`src/rtl/uart_cmd_parser.sv`:
```
// uart_cmd_parser: assembles SYNC/CMD/OPERAND/CHK frames from the UART byte
// stream, executes them, drives the LEDs and queues one response byte per frame.
module uart_cmd_parser #(
    parameter logic [7:0] SYNC_BYTE      = 8'hA5,
    parameter int         TIMEOUT_CYCLES = 100000
) (
    input  logic       clk,
    input  logic       rst_n,
    input  logic [7:0] rx_data,
    input  logic       rx_valid,
    input  logic       tx_busy,
    output logic [7:0] tx_data,
    output logic       tx_start,
    output logic [3:0] leds,
    output logic [7:0] err_count,
    output logic       frame_ok
);

    localparam int             CW      = $clog2(TIMEOUT_CYCLES + 1);
    localparam logic [CW-1:0]  TO_LAST = CW'(TIMEOUT_CYCLES - 1);

    localparam logic [7:0] ACK = 8'h06;
    localparam logic [7:0] NAK = 8'h15;

    typedef enum logic [2:0] {
        S_IDLE,
        S_CMD,
        S_OPR,
        S_CHK,
        S_EXEC,
        S_SEND
    } state_t;

    state_t        state_q;
    logic          valid_q;
    logic [CW-1:0] cnt_q;
    logic [7:0]    cmd_q;
    logic [7:0]    opr_q;
    logic [7:0]    chk_q;
    logic [3:0]    leds_q;
    logic [7:0]    tx_data_q;
    logic          tx_start_q;
    logic [7:0]    err_q;
    logic          frame_ok_q;

    logic          accept;
    logic          in_get;
    logic          timeout;
    logic          overrun;
    logic          nak;
    logic [7:0]    resp_d;
    logic          resp_ok_d;
    logic          set_leds_d;
    logic [7:0]    err_d;

    // Rising edge of rx_valid marks one new byte, however long it is held.
    assign accept = rx_valid && !valid_q;

    // Frame checking and command decode, plus the merged error increment.
    always_comb begin
        resp_d     = NAK;
        resp_ok_d  = 1'b0;
        set_leds_d = 1'b0;
        if (chk_q == (cmd_q ^ opr_q)) begin
            unique case (cmd_q)
                8'h01: begin
                    resp_d     = ACK;
                    resp_ok_d  = 1'b1;
                    set_leds_d = 1'b1;
                end
                8'h02: begin
                    resp_d    = opr_q + 8'd1;
                    resp_ok_d = 1'b1;
                end
                8'h03: begin
                    resp_d    = {4'b0000, leds_q};
                    resp_ok_d = 1'b1;
                end
                default: begin
                    resp_d    = NAK;
                    resp_ok_d = 1'b0;
                end
            endcase
        end

        in_get  = (state_q == S_CMD) || (state_q == S_OPR)
               || (state_q == S_CHK);
        timeout = in_get && !accept && (cnt_q == TO_LAST);
        overrun = accept && ((state_q == S_EXEC) || (state_q == S_SEND));
        nak     = (state_q == S_EXEC) && !resp_ok_d;

        err_d = err_q;
        if ((timeout || overrun || nak) && (err_q != 8'hFF)) begin
            err_d = err_q + 8'd1;
        end
    end

    // Frame FSM with registered outputs; counter runs only while collecting.
    always_ff @(posedge clk) begin
        if (!rst_n) begin
            state_q    <= S_IDLE;
            valid_q    <= 1'b0;
            cnt_q      <= '0;
            cmd_q      <= 8'h00;
            opr_q      <= 8'h00;
            chk_q      <= 8'h00;
            leds_q     <= 4'h0;
            tx_data_q  <= 8'h00;
            tx_start_q <= 1'b0;
            err_q      <= 8'h00;
            frame_ok_q <= 1'b0;
        end else begin
            valid_q    <= rx_valid;
            tx_start_q <= 1'b0;
            frame_ok_q <= 1'b0;
            err_q      <= err_d;

            if (in_get && !accept && !timeout) begin
                cnt_q <= cnt_q + 1'b1;
            end else begin
                cnt_q <= '0;
            end

            unique case (state_q)
                S_IDLE: begin
                    if (accept && (rx_data == SYNC_BYTE)) begin
                        state_q <= S_CMD;
                    end
                end
                S_CMD: begin
                    if (accept) begin
                        cmd_q   <= rx_data;
                        state_q <= S_OPR;
                    end else if (timeout) begin
                        state_q <= S_IDLE;
                    end
                end
                S_OPR: begin
                    if (accept) begin
                        opr_q   <= rx_data;
                        state_q <= S_CHK;
                    end else if (timeout) begin
                        state_q <= S_IDLE;
                    end
                end
                S_CHK: begin
                    if (accept) begin
                        chk_q   <= rx_data;
                        state_q <= S_EXEC;
                    end else if (timeout) begin
                        state_q <= S_IDLE;
                    end
                end
                S_EXEC: begin
                    tx_data_q  <= resp_d;
                    frame_ok_q <= resp_ok_d;
                    if (set_leds_d) begin
                        leds_q <= opr_q[3:0];
                    end
                    state_q <= S_SEND;
                end
                S_SEND: begin
                    if (!tx_busy) begin
                        tx_start_q <= 1'b1;
                        state_q    <= S_IDLE;
                    end
                end
                default: begin
                    state_q <= S_IDLE;
                end
            endcase
        end
    end

    assign tx_data   = tx_data_q;
    assign tx_start  = tx_start_q;
    assign leds      = leds_q;
    assign err_count = err_q;
    assign frame_ok  = frame_ok_q;

endmodule

```
`config.mk`:
```
export PLATFORM = sky130hd
export DESIGN_NAME = uart_cmd_parser
export DESIGN_NICKNAME = d
export VERILOG_FILES = /design/src/rtl/uart_cmd_parser.sv
export SDC_FILE = /design/constraint.sdc
export NUM_CORES = 1
export LEC_CHECK = 0
export ABC_AREA = 1
export CORE_UTILIZATION = 56
export CTS_CLUSTER_DIAMETER = 100
export DETAILED_ROUTE_END_ITERATION = 8
export PLACE_DENSITY = 0.87
export SLEW_MARGIN = 20
export SYNTH_ARGS = -nofsm -noshare
export SYNTH_HDL_FRONTEND = slang
export SYNTH_SLANG_ARGS = --single-unit
```
`constraint.sdc`:
```
create_clock -name clk -period 2.08 [get_ports clk]
set_input_delay 0.416 -clock clk [delete_from_list [all_inputs] [get_ports clk]]
set_output_delay 0.416 -clock clk [all_outputs]
set_load 0.02 [all_outputs]
```
# Word-level counts from Yosys, hierarchy flattened
# Cells that the tools add are included.
[classes]
n_mux = 14
n_addsub = 3
eq_ne = 14
n_reduce_logical = 27
bitwise = 1
[ops]
columns = ["cell", "n"]
rows = [
  ["one-hot mux 8 bit (3 select lines)", 1],
  ["2-to-1 mux 3 bit", 6],
  ["one-hot mux 3 bit (6 select lines)", 1],
  ["adder 17 x 1 -> 17 bit (second input constant)", 1],
  ["equality test 17 bit (second input constant)", 1],
  ["adder 8 x 1 -> 8 bit (second input constant)", 2],
  ["equality test 8 x 2 -> 1 bit (second input constant)", 2],
  ["AND reduction 2 bit", 8],
  ["equality test 8 x 1 -> 1 bit (second input constant)", 1],
  ["equality test 8 bit", 1],
  ["equality test 8 bit (second input constant)", 1],
  ["logical AND 1 bit", 8],
  ["2-to-1 mux 8 bit", 1],
  ["inequality test 8 bit (second input constant)", 1],
  ["bitwise XOR 8 bit", 1],
  ["equality test 3 x 2 -> 1 bit (second input constant)", 2],
  ["equality test 3 bit (second input constant)", 2],
  ["logical OR 1 bit", 5],
  ["2-to-1 mux 1 bit", 5],
  ["zero test 1 bit", 4],
  ["inequality test 2 bit (second input constant)", 2],
  ["equality test 3 x 1 -> 1 bit (second input constant)", 1],
  ["zero test 3 bit", 1],
  ["OR reduction 3 bit", 1],
]
[word_totals]
register_bits = 67
output_inout_bits = 22

# Depth between registers and ports, before layout
# Gate-level depths: netlist of run 1.
[logic_depth]
word_depth = 8
ltp_mapped = 14
mapped_depth_nobuf = 13

# Least setup slack after synthesis of run 1
# No wires, ideal clock.
[synth_timing]
path_kind = "flip-flop to flip-flop"
start = "reg err_q[0] (netlist: err_count[0])"
end = "reg err_q[5] (netlist: err_count[5])"
path_stages_with_launch = 8
arrival_time_ns = 1.619
slack_ns = 0.390
setup_time_ns = 0.070
n_path_buf = 0
cell_sequence = "dfxtp_1 -> ha_1 -> nand2_1 -> nor3b_1 -> nand2_2 -> nand2_2 -> nand2_1 -> a21oi_1"
[synth_via]
elab_chain_cells = 2
[synth_rtl]
columns = ["element", "line", "rtl"]
rows = [
  ["start: declaration", "43", "logic [7:0] err_q;"],
  ["start signal: assignment", "116", "err_q <= err_d;"],
  ["branches (longest 2 deep; another with adder 8 x 1 -> 8 bit)", "--", ""],
]
# Parallel ways; which one is timed is not known.
# A chain may end at the register's enable or synchronous reset.

# Final worst setup path of run 1
[layout_timing]
start = "reg err_q[4] (netlist: err_count[4])"
end = "out err_count[4]"
[layout_lines]
columns = ["element", "line", "rtl"]
rows = [
  ["end: declaration", "15", "output logic [7:0] err_count,"],
]
# No word-level cell between the ends.

==> results of run 1 <==
layout make-up:
type,instances,area [µm²]
Clock buffer,12,145
Clock inverter,4,26.3
Fill cell,465,1690
Inverter,57,214
Multi-Input combinational cell,322,1670
Sequential cell,67,1340
Tap cell,72,90.1
Timing Repair Buffer,40,395
cells in the mapped netlist, types with 2 or more instances:
cell	count
xor2_1	10
nor3_1	12
nor2_1	31
buf_2	5
nand3_1	31
o21ai_0	37
nand2_1	89
or2_2	2
nor4_1	2
nand2_2	9
a21oi_1	56
nor3_2	4
nand3_2	3
ha_1	3
inv_1	44
inv_2	13
nand4_1	11
a31oi_1	3
dfxtp_1	67
nor3b_1	3
nor2_2	4
nor2_4	3
o21a_1	2
clkbuf_1	3
kinds of logic after synthesis:
family | after synthesis | synth area share
adder cells (fa/ha/maj) | 3 | 0.0114
buffers and inverters | 68 | 0.0834
AO/OA/AOI/OAI | 100 | 0.157
XOR/XNOR | 10 | 0.0266
flip-flops | 67 | 0.408
AND/OR/NAND/NOR | 209 | 0.313
power groups by stage:
stage	Combinational (mW)	Clock (mW)	Sequential (mW)
after CTS	0.242	0.974	1.32
final	0.243	0.956	1.32
after global routing	0.269	1.02	1.33
after global placement	0.234	0	1.35
after floorplan	0.171	0	1.35
after detailed placement	0.241	0	1.35
worst max-delay path by stage:
stage / startpoint / to / slack (ps)
after CTS: err_count[5]$_SDFFE_PN0P_ / err_count[5] / 250
after detailed placement: rx_valid / opr_q[1]$_SDFFE_PN0P_ / -30
after global routing: cnt_q[0]$_SDFF_PN0_ / cnt_q[14]$_SDFF_PN0_ / 70
after global placement: rx_valid / err_count[5]$_SDFFE_PN0P_ / 50
final: err_count[4]$_SDFFE_PN0P_ / err_count[4] / 260
after floorplan: err_count[0]$_SDFFE_PN0P_ / err_count[5]$_SDFFE_PN0P_ / 390
state kept, by name, summed over array words and instances (netlist names):
signal and flops:
chk_q 8, cmd_q 8, state_q 3, valid_q 1, err_count 8, cnt_q 17, opr_q 8, leds 4
frame_ok 1, tx_data 8, tx_start 1
per-layer routing:
metal / part of all wire / routed length [µm]
met1: 0.44 / 3190
met2: 0.50 / 3620
met3: 0.045 / 331
met4: 0.019 / 136
met5: 0 / 0
per-stage QoR:
stage,TNS [ps],util,instances
6_report,0,0.697,574
5_1_grt,0,0.697,574
4_1_cts,0,0.697,574
3_5_place_dp,-72.4,0.666,558
3_3_place_gp,0,0.666,558
2_1_floorplan,0,-,457
==> results.sh, run 1 <==
export IMPL_synth_edf_count=0
export IMPL_worstHoldPathType="flop to flop"
export IMPL_initial_utilization=0.590
export IMPL_antenna_found_initial=0
export IMPL_cap_violations=0
export IMPL_critical_path_top_delay_family="buffers and inverters"
export IMPL_skew_final_ps=13.5
export IMPL_slew_headroom=0.581
export IMPL_syn_cell_area_mm2=0.00329
export IMPL_grt_met2_usage=0.446
export IMPL_ys_warn_count=0
export IMPL_number_of_global_route_vias_before_repair=2937
export IMPL_dr_pass1_iters=6
export IMPL_synth_top_flop_cell="dfxtp_1"
export IMPL_worstMarginPinSlew_ps=623
export IMPL_p_per_area_mw_per_mm2=649
export IMPL_most_common_library_cell_in_the_layout_ignoring_fill_and_taps="nand2_1"
export IMPL_layout_cell_area_non_filler_mm2=0.00388
export IMPL_post_dp_cell_area_mm2=0.00371
export IMPL_final_layout_size_suffix_gt1_frac=0.125
export IMPL_fp_dieArea_mm2=0.00618
export IMPL_r2r_start="cnt_q[0]$_SDFF_PN0_"
export IMPL_antenna_left=0
export IMPL_achievable_frequency_ghz=0.551
export IMPL_status="complete, no violations"
export IMPL_clk_insertion_delay_late_ps=350
export IMPL_antenna_cells_inserted=0
export IMPL_route_detailed_wl_per_inst_um=12.7
export IMPL_use_met3=0.0465
export IMPL_worstSetupPathType="flop to output pin"
export IMPL_area_delta_synth_final_pct=18.2
export IMPL_ys_async_sr_fraction=0
export IMPL_postCtsResizedCells=0
export IMPL_power_clock_fraction=0.379
export IMPL_peakVddDrop_mv=0.527
export IMPL_timing_critical_path_slowest_stage_cell="clkdlybuf4s50_1"
export IMPL_drt_vias_per_instance=5.46
export IMPL_startpoint_types="flop"
export IMPL_hold_path_startpoint="cnt_q[0]$_SDFF_PN0_"
export IMPL_die_width_um=78.6
export IMPL_largest_fanout_on_the_critical_path=5
export IMPL_grt_first_pass_wirelength_um=12600
export IMPL_cpPeakStageDelay_ps=640
export IMPL_timing_final_ws_setup_ps=265
export IMPL_place_detailed_hpwl_um=5420
export IMPL_root_buffer="clkbuf_8"
export IMPL_combinationalPowerShare=0.096
export IMPL_worstPathArrival_ps=1400
export IMPL_worst_slack_placed_ps=-30.1
export IMPL_report_final_hold_viol_count=0
export IMPL_leakage_nw=1.46
export IMPL_cts_tree="done"
export IMPL_place_port_buffers=33
export IMPL_seqPwrFrac=0.525
export IMPL_pin_count=34
export IMPL_gp_congestion=0.864
export IMPL_rsz0062_at_grt="no"
export IMPL_power_mw=2.52
export IMPL_min_delay_worst_endpoint="cnt_q[0]$_SDFF_PN0_"
export IMPL_nets=512
export IMPL_worst_endpoint_required_ps=1660
export IMPL_number_of_slew_limit_violations_in_the_final_report=0
export IMPL_holdWs_ps=460
export IMPL_chipHeight_um=78.6
export IMPL_crit_path_end_kind="output pin"
export IMPL_clock_tree_buffer_depth=2
export IMPL_grt_ovfl_total=0
export IMPL_global_route_usage_met1=0.308
export IMPL_reg2regPathDepth=8
export IMPL_drc=0
export IMPL_post_cts_repair_setup_buffers=0
export IMPL_power_switching_mw=0.665
export IMPL_drt_total_wl_um=7280
export IMPL_reg2reg_setup_slack_ps=340
export IMPL_grt_busiest_layer="met2"
export IMPL_seq_total_area_yosys=0.408
export IMPL_critical_path_reg2reg_endpoint="cnt_q[14]$_SDFF_PN0_"
export IMPL_synth_cell_types=34
export IMPL_maximum_level_of_the_cts_h_tree=3
export IMPL_final_min_period_over_clock_period=0.873
export IMPL_total_cts_buffers=9
export IMPL_synth_net_count=472
export IMPL_design_core_area_mm2=0.00557
export IMPL_postSynthRegisterBits=67
export IMPL_cts_hold_fix_buffers=0
export IMPL_crit_path_cell_trace="clkdlybuf4s50_1"
export IMPL_globalRouteTotalUtil=0.258
export IMPL_cts_clk_pin_slew_worst_paths_ps=70
export IMPL_post_synth_top_area_cell="dfxtp_1"
export IMPL_syn_instance_count=457
export IMPL_dr_first_iter_drc_count=252
export IMPL_cp_num_buf_inv=1
export IMPL_cell_depth_of_the_worst_min_delay_path=1
export IMPL_final_cell_mix="nand2_1, dfxtp_1, a21oi_1"
export IMPL_syn_mean_instance_area_um2=7.19
export IMPL_synth_area_leaders="dfxtp_1, nand2_1, a21oi_1, o21ai_0, inv_1"
export IMPL_clkSinkCount=67
export IMPL_internal_power_mw=1.86
export IMPL_setup_violations=0
export IMPL_netSwitchingFraction=0.264
export IMPL_synth_top_cell_area_share=0.408
export IMPL_num_vias=3133
export IMPL_final_period_minus_worst_setup_slack_ps=1820
export IMPL_pin_count_of_the_biggest_net_entering_global_routing=36
export IMPL_placement_rows=27
export IMPL_path_depth=1
(Power assumes the default switching activity.)
==> run 2: changes to the inputs <==
--- a/config.mk
+++ b/config.mk
@@ -6,6 +6,7 @@
 export NUM_CORES = 1
 export LEC_CHECK = 0
 export ABC_AREA = 1
+export CORE_ASPECT_RATIO = 0.75
 export CORE_UTILIZATION = 56
 export CTS_CLUSTER_DIAMETER = 100
 export DETAILED_ROUTE_END_ITERATION = 8
==> run 2 against run 1 <==
  * Clock skew down 8.9 ps
  * Power increased by 4.1%
  * Flip-flop and latch count is the same
  * Maximum frequency down 0.30%
  * Largest cell class unchanged
  * Critical path type unchanged
==> results.sh, run 2 (synthesized netlist as in run 1, its figures left out) <==
export IMPL_root_buffer="clkbuf_8"
export IMPL_worstHoldPathType="flop to flop"
export IMPL_final_cell_mix="nand2_1, dfxtp_1, a21oi_1"
export IMPL_grt_first_pass_wirelength_um=12900
export IMPL_layout_cell_area_non_filler_mm2=0.00392
export IMPL_r2r_start="cnt_q[0]$_SDFF_PN0_"
export IMPL_cts_clk_pin_slew_worst_paths_ps=70
export IMPL_antenna_found_initial=0
export IMPL_stdcell_count=579
export IMPL_achievable_frequency_ghz=0.549
export IMPL_clock_tree_buffer_depth=2
export IMPL_area_delta_synth_final_pct=19.2
export IMPL_cts_hold_fix_buffers=0
export IMPL_global_route_usage_met1=0.354
export IMPL_design_core_area_mm2=0.00550
export IMPL_initial_utilization=0.598
export IMPL_num_vias=3145
export IMPL_final_setup_tns_ps=0
export IMPL_grt_ovfl_total=0
export IMPL_grt_met2_usage=0.427
export IMPL_crit_path_end_kind="output pin"
export IMPL_cap_violations=0
export IMPL_cp_startpoint="err_count[0]$_SDFFE_PN0P_"
export IMPL_clkSinkCount=67
export IMPL_status="complete, no violations"
export IMPL_clk_insertion_delay_late_ps=350
export IMPL_slew_headroom=0.609
export IMPL_dr_first_iter_drc_count=267
export IMPL_most_flop_heavy_register="cnt_q"
export IMPL_grt_busiest_layer="met2"
export IMPL_postCtsResizedCells=0
export IMPL_p_per_area_mw_per_mm2=670
export IMPL_setup_violations=0
export IMPL_largest_register_ff_count=17
export IMPL_antenna_left=0
export IMPL_final_layout_size_suffix_gt1_frac=0.125
export IMPL_peakVddDrop_mv=0.489
export IMPL_pin_count=34
export IMPL_worstSetupPathType="flop to output pin"
export IMPL_place_port_buffers=33
export IMPL_drt_total_wl_um=7590
export IMPL_final_period_minus_worst_setup_slack_ps=1820
export IMPL_most_common_library_cell_in_the_layout_ignoring_fill_and_taps="nand2_1"
export IMPL_leakage_nw=1.47
export IMPL_final_core_utilization=0.713
export IMPL_largest_fanout_on_the_critical_path=5
export IMPL_worst_slack_placed_ps=-85.5
export IMPL_rsz0062_at_grt="no"
export IMPL_use_met3=0.0722
export IMPL_globalRouteTotalUtil=0.268
export IMPL_pin_count_of_the_biggest_net_entering_global_routing=36
export IMPL_timing_critical_path_slowest_stage_cell="clkdlybuf4s50_1"
export IMPL_timing_final_ws_setup_ps=259
export IMPL_startpoint_types="flop"
export IMPL_critical_path_top_delay_family="buffers and inverters"
export IMPL_cp_num_buf_inv=1
export IMPL_final_min_period_over_clock_period=0.875
export IMPL_number_of_slew_limit_violations_in_the_final_report=0
export IMPL_cts_tree="done"
export IMPL_drt_vias_per_instance=5.43
export IMPL_post_dp_cell_area_mm2=0.00373
export IMPL_placement_rows=23
export IMPL_cpPeakStageDelay_ps=640
export IMPL_post_cts_repair_setup_buffers=0
export IMPL_number_of_global_route_vias_before_repair=2868
export IMPL_route_detailed_wl_per_inst_um=13.1
export IMPL_report_final_hold_viol_count=0
export IMPL_place_detailed_hpwl_um=5550
export IMPL_filler_cell_count=445
export IMPL_worst_endpoint_required_ps=1660
export IMPL_dr_pass1_iters=5
export IMPL_skew_final_ps=4.65
export IMPL_nets=514
export IMPL_drc=0
export IMPL_gp_congestion=0.864
export IMPL_hold_path_startpoint="chk_q[6]$_SDFFE_PN0P_"
export IMPL_worstMarginPinSlew_ps=582
export IMPL_die_width_um=90.5
export IMPL_total_cts_buffers=9
export IMPL_antenna_cells_inserted=0
export IMPL_worstPathArrival_ps=1400
export IMPL_crit_path_cell_trace="clkdlybuf4s50_1"
export IMPL_chipHeight_um=68.4
export IMPL_maximum_level_of_the_cts_h_tree=3
export IMPL_fp_dieArea_mm2=0.00618
export IMPL_placed_cells=563
==> run 2: final timing paths <==
| path | slack, ps | depth (start not counted) | endpoint |
|---|---|---|---|
| setup / recovery | 260 | 1 | err_count[0] |
| setup reg to reg | 270 | 10 | err_count[2]$_SDFFE_PN0P_ |
| hold / removal | 470 | 2 | chk_q[6]$_SDFFE_PN0P_ |
| hold reg to reg | 470 | 2 | chk_q[6]$_SDFFE_PN0P_ |
==> run 2: area by class of cell <==
cell class	instances	area [µm²]	area share
well taps	75	93.8	0.0239
flip-flops and latches	67	1340	0.342
repair buffers	42	410	0.105
inverters	57	214	0.0546
clock buffers	14	153	0.0390
clock inverters	2	35.0	0.00894
multi-input cells	322	1670	0.427
==> run 2: routing by layer <==
metal,share of wire,vias to the layer above,routed length [µm]
li1,-,1591,-
met1,0.48,1433,3630
met2,0.43,105,3290
met3,0.074,16,561
met4,0.014,0,106
met5,0,-,0
==> run 2: per-stage QoR <==
step	total power, mW	hold WS, ps
2_1_floorplan	1.52	430
4_1_cts	2.64	470
3_3_place_gp	1.59	442
6_report	2.63	472
5_1_grt	2.72	499
3_5_place_dp	1.60	459
==> run 2: where the power goes <==
part           internal [mW]  total (mW)  switching, mW
clock network          0.587        1.05          0.467
logic                 0.0917       0.249          0.157
registers               1.30        1.32         0.0209
total                   1.98        2.63          0.644
